===== src/rtl/rv_encoder_if.sv =====
`default_nettype none
// ============================================================================
// Module      : rv_encoder_if
// Description : Request and output handshake bundle for rv_encoder.
//               master = command source / instruction-memory writer side,
//               slave  = the encoder itself.
// Signals     : req_valid/req_ready, req_op[8:0], req_rd/rs1/rs2[4:0],
//               req_imm[31:0], out_valid/out_ready, out_instr[31:0],
//               out_addr[ADDR_W-1:0]
// Revision    : 1.0 - initial release
// ============================================================================
interface rv_encoder_if #(
  parameter int unsigned ADDR_W = 12
) ();
  logic              req_valid;
  logic              req_ready;
  logic [8:0]        req_op;
  logic [4:0]        req_rd;
  logic [4:0]        req_rs1;
  logic [4:0]        req_rs2;
  logic [31:0]       req_imm;
  logic              out_valid;
  logic              out_ready;
  logic [31:0]       out_instr;
  logic [ADDR_W-1:0] out_addr;

  modport master (
    output req_valid, req_op, req_rd, req_rs1, req_rs2, req_imm, out_ready,
    input  req_ready, out_valid, out_instr, out_addr
  );

  modport slave (
    input  req_valid, req_op, req_rd, req_rs1, req_rs2, req_imm, out_ready,
    output req_ready, out_valid, out_instr, out_addr
  );
endinterface
`default_nettype wire


===== src/rtl/rv_encoder.sv =====
`default_nettype none
// ============================================================================
// Module      : rv_encoder
// Description : Streaming RV32I instruction encoder. Assembles a 32-bit
//               instruction word from a packed op code plus register and
//               immediate fields and emits it with a sequential word-aligned
//               instruction-memory byte address through a one-stage
//               registered valid/ready output.
// Ports       : clk, rst_n (async, active-low)
//               bus        : rv_encoder_if.slave (request + output handshake)
//               addr_load  : load address counter from addr_base
//               addr_base  : new base address (bits [1:0] ignored)
//               word_count : words emitted since reset, saturating
//               err        : sticky encode error, err_clr clears it
// Option      : RV_ENCODER_RANGE_CHECK_EN - reject requests whose immediate
//               does not fit the format (or unknown op class); otherwise
//               immediates are truncated and err is tied low.
// Revision    : 1.0 - initial release
// ============================================================================
module rv_encoder #(
  parameter int unsigned       ADDR_W     = 12,
  parameter logic [ADDR_W-1:0] RESET_ADDR = '0
) (
  input  logic              clk,
  input  logic              rst_n,
  rv_encoder_if.slave       bus,
  input  logic              addr_load,
  input  logic [ADDR_W-1:0] addr_base,
  output logic [15:0]       word_count,
  output logic              err,
  input  logic              err_clr
);

  typedef enum logic [2:0] {
    CLS_I = 3'd0,
    CLS_R = 3'd1,
    CLS_U = 3'd2,
    CLS_S = 3'd3,
    CLS_B = 3'd4,
    CLS_J = 3'd5,
    CLS_X = 3'd6
  } fmt_cls_e;

  fmt_cls_e          cls;
  logic [2:0]        f3;
  logic [6:0]        opc;
  logic [6:0]        f7;
  logic              is_shift;
  logic [31:0]       imm;
  logic [31:0]       enc_word;
  logic              bad_req;
  logic              accept;
  logic              emit;
  logic              out_hs;
  logic [ADDR_W-1:0] base_addr;

  logic              out_valid_q, out_valid_d;
  logic [31:0]       out_instr_q, out_instr_d;
  logic [ADDR_W-1:0] out_addr_q,  out_addr_d;
  logic [ADDR_W-1:0] addr_q,      addr_d;
  logic [15:0]       cnt_q,       cnt_d;

  assign imm      = bus.req_imm;
  assign f3       = bus.req_op[7:5];
  assign opc      = {bus.req_op[4:0], 2'b11};
  assign f7       = {1'b0, bus.req_op[8], 5'b0};
  // SLLI/SRLI/SRAI share OP-IMM with the other I ops; funct3 x01 marks them.
  assign is_shift = (bus.req_op[4:0] == 5'b00100) && (f3[1:0] == 2'b01);

  always_comb begin
    cls = CLS_X;
    case (bus.req_op[4:0])
      5'b00000, 5'b00001, 5'b00100, 5'b00110, 5'b11001: cls = CLS_I;
      5'b01011, 5'b01100, 5'b01110, 5'b10100:           cls = CLS_R;
      5'b00101, 5'b01101:                               cls = CLS_U;
      5'b01000, 5'b01001:                               cls = CLS_S;
      5'b11000:                                         cls = CLS_B;
      5'b11011:                                         cls = CLS_J;
      default:                                          cls = CLS_X;
    endcase
  end

  always_comb begin
    enc_word = '0;
    case (cls)
      CLS_R: enc_word = {f7, bus.req_rs2, bus.req_rs1, f3, bus.req_rd, opc};
      CLS_I: begin
        if (is_shift) enc_word = {f7, imm[4:0], bus.req_rs1, f3, bus.req_rd, opc};
        else          enc_word = {imm[11:0], bus.req_rs1, f3, bus.req_rd, opc};
      end
      CLS_S: enc_word = {imm[11:5], bus.req_rs2, bus.req_rs1, f3, imm[4:0], opc};
      CLS_B: enc_word = {imm[12], imm[10:5], bus.req_rs2, bus.req_rs1, f3,
                         imm[4:1], imm[11], opc};
      CLS_U: enc_word = {imm[31:12], bus.req_rd, opc};
      CLS_J: enc_word = {imm[20], imm[10:1], imm[11], imm[19:12], bus.req_rd, opc};
      default: enc_word = '0;
    endcase
  end

`ifdef RV_ENCODER_RANGE_CHECK_EN
  logic err_q, err_d;

  // A signed N-bit value in 32 bits has bits [31:N-1] all equal.
  always_comb begin
    bad_req = 1'b0;
    case (cls)
      CLS_I: begin
        if (is_shift) bad_req = (imm[31:5] != '0);
        else          bad_req = !((imm[31:11] == '0) || (imm[31:11] == '1));
      end
      CLS_S: bad_req = !((imm[31:11] == '0) || (imm[31:11] == '1));
      CLS_B: bad_req = !((imm[31:12] == '0) || (imm[31:12] == '1)) || imm[0];
      CLS_J: bad_req = !((imm[31:20] == '0) || (imm[31:20] == '1)) || imm[0];
      CLS_U: bad_req = (imm[11:0] != '0);
      CLS_R: bad_req = 1'b0;
      default: bad_req = 1'b1;
    endcase
  end

  // A new error outranks a clear in the same cycle.
  always_comb begin
    err_d = err_q;
    if (err_clr)           err_d = 1'b0;
    if (accept && bad_req) err_d = 1'b1;
  end

  always_ff @(posedge clk or negedge rst_n) begin
    if (!rst_n) err_q <= 1'b0;
    else        err_q <= err_d;
  end

  assign err = err_q;
`else
  logic unused_err_clr;
  assign unused_err_clr = err_clr;
  assign bad_req        = 1'b0;
  assign err            = 1'b0;
`endif

  assign bus.req_ready = !out_valid_q || bus.out_ready;
  assign accept        = bus.req_valid && bus.req_ready;
  assign emit          = accept && !bad_req;
  assign out_hs        = out_valid_q && bus.out_ready;
  // A load in the accept cycle addresses the accepted word itself.
  assign base_addr     = addr_load ? {addr_base[ADDR_W-1:2], 2'b00} : addr_q;

  always_comb begin
    out_valid_d = out_valid_q;
    out_instr_d = out_instr_q;
    out_addr_d  = out_addr_q;
    addr_d      = addr_q;
    cnt_d       = cnt_q;
    if (out_hs) out_valid_d = 1'b0;
    if (emit) begin
      out_valid_d = 1'b1;
      out_instr_d = enc_word;
      out_addr_d  = base_addr;
      addr_d      = base_addr + ADDR_W'(4);
    end else if (addr_load) begin
      addr_d      = base_addr;
    end
    if (out_hs && (cnt_q != 16'hFFFF)) cnt_d = cnt_q + 16'd1;
  end

  always_ff @(posedge clk or negedge rst_n) begin
    if (!rst_n) begin
      out_valid_q <= 1'b0;
      out_instr_q <= '0;
      out_addr_q  <= RESET_ADDR;
      addr_q      <= RESET_ADDR;
      cnt_q       <= '0;
    end else begin
      out_valid_q <= out_valid_d;
      out_instr_q <= out_instr_d;
      out_addr_q  <= out_addr_d;
      addr_q      <= addr_d;
      cnt_q       <= cnt_d;
    end
  end

  assign bus.out_valid = out_valid_q;
  assign bus.out_instr = out_instr_q;
  assign bus.out_addr  = out_addr_q;
  assign word_count    = cnt_q;

endmodule
`default_nettype wire


===== src/flat_wrapper.sv =====
// flat-port wrapper written by rule: the top's interface ports become plain ports
module rv_encoder_flat 
#(
  parameter int unsigned       ADDR_W     = 12,
  parameter logic [ADDR_W-1:0] RESET_ADDR = '0
)
  (clk, rst_n, addr_load, addr_base, word_count, err, err_clr, bus_req_valid, bus_req_op, bus_req_rd, bus_req_rs1, bus_req_rs2, bus_req_imm, bus_out_ready, bus_req_ready, bus_out_valid, bus_out_instr, bus_out_addr);
  rv_encoder_if #(.ADDR_W(ADDR_W)) bus_i ();
  input  logic clk;
  input  logic rst_n;
  input  logic addr_load;
  input  logic [ADDR_W-1:0] addr_base;
  output logic [15:0] word_count;
  output logic err;
  input  logic err_clr;
  input wire logic [$bits(bus_i.req_valid)-1:0] bus_req_valid;
  input wire logic [$bits(bus_i.req_op)-1:0] bus_req_op;
  input wire logic [$bits(bus_i.req_rd)-1:0] bus_req_rd;
  input wire logic [$bits(bus_i.req_rs1)-1:0] bus_req_rs1;
  input wire logic [$bits(bus_i.req_rs2)-1:0] bus_req_rs2;
  input wire logic [$bits(bus_i.req_imm)-1:0] bus_req_imm;
  input wire logic [$bits(bus_i.out_ready)-1:0] bus_out_ready;
  output wire logic [$bits(bus_i.req_ready)-1:0] bus_req_ready;
  output wire logic [$bits(bus_i.out_valid)-1:0] bus_out_valid;
  output wire logic [$bits(bus_i.out_instr)-1:0] bus_out_instr;
  output wire logic [$bits(bus_i.out_addr)-1:0] bus_out_addr;
  assign bus_i.req_valid = bus_req_valid;
  assign bus_i.req_op = bus_req_op;
  assign bus_i.req_rd = bus_req_rd;
  assign bus_i.req_rs1 = bus_req_rs1;
  assign bus_i.req_rs2 = bus_req_rs2;
  assign bus_i.req_imm = bus_req_imm;
  assign bus_i.out_ready = bus_out_ready;
  assign bus_req_ready = bus_i.req_ready;
  assign bus_out_valid = bus_i.out_valid;
  assign bus_out_instr = bus_i.out_instr;
  assign bus_out_addr = bus_i.out_addr;
  rv_encoder #(.ADDR_W(ADDR_W), .RESET_ADDR(RESET_ADDR)) u_core (.clk(clk), .rst_n(rst_n), .bus(bus_i), .addr_load(addr_load), .addr_base(addr_base), .word_count(word_count), .err(err), .err_clr(err_clr));
endmodule

===== config.mk =====
export PLATFORM = sky130hd
export DESIGN_NAME = rv_encoder_flat
export DESIGN_NICKNAME = d
export VERILOG_FILES = /design/src/rtl/rv_encoder_if.sv /design/src/rtl/rv_encoder.sv /design/src/flat_wrapper.sv
export SDC_FILE = /design/constraint.sdc
export NUM_CORES = 1
export LEC_CHECK = 0
export CAP_MARGIN = 40
export CORE_MARGIN = 2
export CORE_UTILIZATION = 40
export DETAILED_ROUTE_END_ITERATION = 10
export PLACE_DENSITY_LB_ADDON = 0.1
export SYNTH_ARGS = -nofsm -noshare
export SYNTH_HDL_FRONTEND = slang
export SYNTH_SLANG_ARGS = --single-unit

===== constraint.sdc =====
create_clock -name clk -period 2.87 [get_ports clk]
set_input_delay 0.7175 -clock clk [delete_from_list [all_inputs] [get_ports clk]]
set_output_delay 0.7175 -clock clk [all_outputs]
set_load 0.02 [all_outputs]

==> flow_summary.toml, run 1 <==
[status]
run_status = "finished clean"

[synthesis]
async_set_or_reset_register_ratio_after_synthesis_pct = 100
post_synth_num_cell_types = 69
synth.yosys.seq_area_share_pct = 46.1
synth-warning-count = 0
syn_avg_cell_area_um2 = 10.5
synth-edff-count = 0
syn-cell-area_um2 = 3910
synth_fp_nets = 449
synth_seq_cells = 72
synth_flop_cell = "dfrtp_1"
syn-instance-count = 373

[critical_path]
critical_path.max_stage_delay_ns = 0.60
classification_of_the_worst_setup_path = "in -> out"
crit_path_frequent_cell = "clkdlybuf4s50_1"
timing.critical_path.slowest_stage_cell = "clkdlybuf4s50_1"
worst_ep_required_time_ns = 2.15
worst-endpoint-arrival_ns = 2.07
crit_path_max_fanout = 3
critical_path.endpoint_type = "primary output"
crit_path_cell_trace = "clkdlybuf4s50_1, and2b_4, inv_2, clkdlybuf4s50_1"
startpoint_type = "input port"

[sta]
fmax_mhz = 359
period_share_pct = 97.2
worst_slew_pin_slew_ns = 0.497
unrepaired_setup_endpoints_after_global_routing = "false"
tns_ns = 0
final.min_clock_period_ns = 2.79
final_max_slew_viol_count = 0
final_hold_vios = 0
max_slew_margin_pct = 66.8
whs_ns = 0.302
finalSetupViolations = 0
clock-skew-final_ns = 0.00746

[placed_design]
detailed_place.area_um2 = 5420
last_weighted_congestion_value_of_the_routability_driven_placer = 0.817
io_buffers = 132
post-dp-hpwl_um = 7650

[pwr]
p_leak_nw = 2.44
power_per_cell_area_nw_per_um2 = 552
vdd.ir_drop.worst_mv = 0.254

[layout]
antenna_cells = 0
final_layout_size_suffix_gt1_share_pct = 13.9
final-seq-area_um2 = 1800
layout.cell_area.non_filler_um2 = 5610
nets = 589
fill_cells = 905
multi_input_combinational_cell_area_um2 = 1950
flow.area_growth_from_synthesis_pct = 43.4

[cts]
number_of_buffers_created_by_cts = 9
cts-htree-levels = 3
clk_transition_reported_paths_ns = 0.07
post_cts_resize_count = 0
post_cts_hold_buffer_count = 0
number_of_buffers_on_the_longest_clock_path = 2
cts_setup_buffers = 0
root_buffer = "clkbuf_8"
cts_sinks = 72
clock_insertion_delay_worst_skew_ns = 0.35
tritoncts_clock_tree = "yes"

[min_path]
worstHoldPathType = "in -> async"

[drt]
dr.first_iter.drc_count = 111
routed_via_density = 5.06
detail-route-antenna-nets = 0
drt_pre_antenna_iters = 4
post-route-drc-count = 0
routed-via-count = 3292
wire_per_inst_um = 15.4
overall_routed_net_length_um = 10000

[grt]
antenna_found_initial = 0
grt_pass1_wl_um = 16200
grt_remaining_overflow = 0
grt_pass1_vias = 3278
global_route.usage.total_pct = 19.8
grt_start_max_net_pins = 44

[floorplan]
core-area_um2 = 9640
start_util_pct = 40.6
die_height_um = 103
die_width_um = 103
num_rows = 36
die_area_um2 = 10600
io_pins = 137

[job]
max_cap_viol_count = 0
## cells in the mapped netlist, types with 3 or more instances
library cell  instances  area share (%)
dfrtp_1              72              46
nand2_1              44             4.2
nor2_1               35             3.4
a22o_1               17             3.8
o21ai_0              14             1.8
a21o_1               13             2.5
mux2i_1              13             3.3
xnor2_1              12             2.7
xor2_1               10             2.2
buf_2                 9             1.2
nand3_1               9             1.2
buf_4                 8             1.5
nand2b_1              8             1.3
a211oi_2              7             2.2
a221oi_1              6             1.3
nor3_1                6            0.77
a21oi_1               5            0.64
nor2b_1               5            0.80
a221oi_2              4             1.5
a31oi_1               4            0.64
inv_1                 4            0.38
mux2_2                4             1.2
a21oi_2               3            0.67
a311oi_2              3             1.2
and3_1                3            0.48
## cells in the final DEF, fill, tap and decap left out, types with 3 or more instances in the layout
master / count
clkinv_2: 3
and3_1: 3
a21oi_1: 5
a211oi_2: 7
nand3_1: 9
dfrtp_1: 72
nor2_1: 34
buf_4: 19
inv_1: 4
o21ai_0: 14
a221oi_2: 4
a21oi_2: 3
a221oi_1: 6
mux2i_1: 13
nor2b_1: 5
nand2b_1: 8
nand2_1: 44
xor2_1: 10
a22o_1: 17
clkbuf_8: 10
a31oi_1: 4
clkdlybuf4s50_1: 131
xnor2_1: 12
nor3_1: 6
mux2_2: 4
a21o_1: 13
a311oi_2: 3
## state kept, by name (all words and copies together) (netlist names)
register / count
u_core.addr_q: 12
u_core.bus.out_instr: 31
u_core.word_count: 16
u_core.bus.out_addr: 12
u_core.bus.out_valid: 1
## per-stage QoR
step / utilization, % / worst slack, ns / cells / power [mW]
finish: 58.2 / 0.0818 / 650 / 3.10
global route: 58.2 / 0.0204 / 650 / 3.27
CTS: 58.2 / 0.0721 / 650 / 3.13
floorplan: - / 0.843 / 373 / 1.82
detailed placement: 56.2 / 0.0785 / 635 / 2.33
global placement: 56.0 / 0.0903 / 634 / 2.30
## layer usage
layer	share of wire, %	GRT usage [%]
met1	43	25.7
met5	0	0
met2	51	32.5
met3	4.1	3.53
met4	2.5	8.50
## worst paths after layout
| path | startpoint | end | slack (ns) | cells after the start |
|---|---|---|---|---|
| max | bus_out_ready | bus_req_ready | 0.08 | 4 |
| min | rst_n | u_core.bus.out_addr[5]$_DFFE_PN0P_ | 0.30 | 1 |
| max reg2reg | u_core.word_count[0]$_DFFE_PN0P_ | u_core.word_count[12]$_DFFE_PN0P_ | 0.98 | 5 |
| min reg2reg | u_core.bus.out_addr[6]$_DFFE_PN0P_ | u_core.bus.out_addr[6]$_DFFE_PN0P_ | 0.48 | 2 |
| max in group asynchronous | rst_n | u_core.bus.out_instr[12]$_DFFE_PN0P_ | 2.02 | 2 |
| min in group clk | u_core.bus.out_addr[6]$_DFFE_PN0P_ | u_core.bus.out_addr[6]$_DFFE_PN0P_ | 0.48 | 2 |
## where the power goes
| group | switching (mW) | internal, mW | total (mW) |
|---|---|---|---|
| sequential | 0.117 | 1.16 | 1.28 |
| combinational | 0.502 | 0.514 | 1.02 |
| clock | 0.381 | 0.417 | 0.798 |
| total | 1.00 | 2.10 | 3.10 |
## cell type report
cell class | count | area share [%]
Clock inverter | 4 | 0.803
Multi-Input combinational cell | 273 | 34.8
Clock buffer | 11 | 2.52
Tap cell | 133 | 2.97
Timing Repair Buffer | 151 | 26.4
Inverter | 6 | 0.402
Sequential cell | 72 | 32.1
## cell families (layout without fill, tap and decap cells)
logic type | Yosys count | after routing | share of synthesized area (%)
compound gates | 96 | 96 | 21.2
fa+ha+maj | 2 | 2 | 0.640
simple gates | 133 | 133 | 17.8
flops | 72 | 72 | 46.1
other cells | 1 | 1 | 0.0959
mux | 19 | 19 | 5.15
xor+xnor | 22 | 22 | 4.93
buf+inv | 28 | 172 | 4.13
## worst max-delay path, delay by kind of cell
family / cells / cell delay [ns]
buf+inv: 3 / 1.16
simple gates: 1 / 0.19
No activity file was read; power rests on OpenSTA's default activity.
==> run 2, diff against run 1 <==
- SETUP_SLACK_MARGIN: unset -> 0.05
==> run 2 against run 1 <==
Compared with the run above: register-to-register slack barely moved; wire length is 0.10% lower; die area stayed put; core utilization is essentially flat; hold slack unchanged; maximum frequency is 16% higher; non-clock buffer count unchanged; power is essentially flat; critical path type unchanged; highest routed layer unchanged.
==> flow_summary.toml, run 2 (synthesis results as in run 1) <==
[status]
run_status = "finished clean"

[layout]
multi_input_combinational_cell_area_um2 = 1950
most_frequent_cells_in_the_layout = "130 x clkdlybuf4s50_1, 72 x dfrtp_1, 44 x nand2_1, 34 x nor2_1, 19 x buf_4"
fill_cells = 904
largest_reg_flops = 31
layout_commonest_cell = "clkdlybuf4s50_1"
utilization_pct = 58.2
antenna_cells = 0
nets = 589
flow.area_growth_from_synthesis_pct = 43.5
final_layout_size_suffix_gt1_share_pct = 13.9
final-seq-area_um2 = 1800

[floorplan]
die_area_um2 = 10600
die_width_um = 103
start_util_pct = 40.6
num_rows = 36
die_height_um = 103
io_pins = 137
core-area_um2 = 9640

[sta]
max_slew_margin_pct = 66.8
period_share_pct = 84.0
unrepaired_setup_endpoints_after_global_routing = "false"
final_hold_vios = 0
fmax_mhz = 415
clock-skew-final_ns = 0.00746
final.min_clock_period_ns = 2.41
final_max_slew_viol_count = 0
tns_ns = 0
finalSetupViolations = 0
worst_slew_pin_slew_ns = 0.496

[cts]
number_of_buffers_created_by_cts = 9
cts-htree-levels = 3
tritoncts_clock_tree = "yes"
cts_sinks = 72
clock_insertion_delay_worst_skew_ns = 0.35
number_of_buffers_on_the_longest_clock_path = 2
root_buffer = "clkbuf_8"
clk_transition_reported_paths_ns = 0.07
cts_setup_buffers = 0

[grt]
antenna_found_initial = 0
grt_start_max_net_pins = 44
global_routing_met1_resource_utilization_pct = 25.7
global_route.usage.total_pct = 19.8
grt.busiest_layer = "met2"
grt_pass1_vias = 3278
gr-usage-met2_pct = 32.5
grt_remaining_overflow = 0
grt_pass1_wl_um = 16200
met3_resource_use_gr_pct = 3.53

[drt]
wire_per_inst_um = 15.4
detail-route-antenna-nets = 0
routed_via_density = 5.07
dr.first_iter.drc_count = 120
post-route-drc-count = 0
drt_pre_antenna_iters = 4
overall_routed_net_length_um = 9990
routed-via-count = 3295

[pwr]
power_per_cell_area_nw_per_um2 = 552
vdd.ir_drop.worst_mv = 0.254
p_leak_nw = 2.44

[min_path]
worstHoldPathType = "in -> async"

[job]
max_cap_viol_count = 0

[critical_path]
worst_ep_required_time_ns = 2.15
classification_of_the_worst_setup_path = "in -> out"
worst-endpoint-arrival_ns = 1.69
crit_path_max_fanout = 3
crit-reg2reg-launch = "u_core.word_count[0]$_DFFE_PN0P_"
critical_path.endpoint_type = "primary output"
worstReg2RegEnd = "u_core.word_count[12]$_DFFE_PN0P_"
reg2reg_depth = 5
startpoint_type = "input port"
worst-r2r-setup-slack_ns = 0.98

[placed_design]
io_buffers = 132
last_weighted_congestion_value_of_the_routability_driven_placer = 0.817
post-dp-hpwl_um = 7650
## run 2: power by group
| group | leakage (nW) | internal [mW] | switching (mW) |
|---|---|---|---|
| combinational | 1.43 | 0.514 | 0.502 |
| clock | 0.0989 | 0.417 | 0.381 |
| sequential | 0.912 | 1.16 | 0.117 |
| total | 2.44 | 2.10 | 1.00 |
## run 2: through the flow
stage / hold slack (ns) / worst slack [ns] / power, mW / std cells / area, µm²
CTS: 0.301 / 0.0721 / 3.13 / 650 / 5610
floorplan: 0.422 / 0.843 / 1.82 / 373 / 3910
global route: 0.325 / 0.415 / 3.27 / 650 / 5610
finish: 0.302 / 0.460 / 3.10 / 650 / 5610
detailed placement: 0.469 / 0.0785 / 2.33 / 635 / 5420
global placement: 0.460 / 0.0903 / 2.30 / 634 / 5390
## run 2: final cells by class
type | count | area share [%]
multi-input cells | 273 | 34.7
flip-flops and latches | 72 | 32.1
repair buffers | 151 | 26.4
well taps | 133 | 2.97
clock buffers | 11 | 2.52
clock inverters | 4 | 0.803
inverters | 6 | 0.401
## run 2: worst max-delay path, stage by stage
cell and delay [ns]:
clkdlybuf4s50_1 0.48, and2b_4 0.19, inv_2 0.08, dlymetal6s2s_1 0.23
## run 2: worst max path at each step
stage                  start                      endpoint  slack, ns
4_1_cts        bus_out_ready                 bus_req_ready       0.07
3_3_place_gp   bus_out_ready                 bus_req_ready       0.09
3_5_place_dp   bus_out_ready                 bus_req_ready       0.08
2_1_floorplan      addr_load  u_core.addr_q[6]$_DFFE_PN0P_       0.84
6_report       bus_out_ready                 bus_req_ready       0.46
5_1_grt        bus_out_ready                 bus_req_ready       0.42
## run 2: what timing repair did
item | 4_1_cts | 5_1_grt
hold buffers | 0 | 0
setup endpoints to repair | 0 | 1
resized for setup | 0 | 1
hold endpoints to repair | 0 | 0
## run 2: layer usage
layer	part of all wire (%)	vias to the layer above
met4	2.5	0
met3	4.2	20
li1	-	1623
met2	51	78
met1	43	1574
met5	0	-
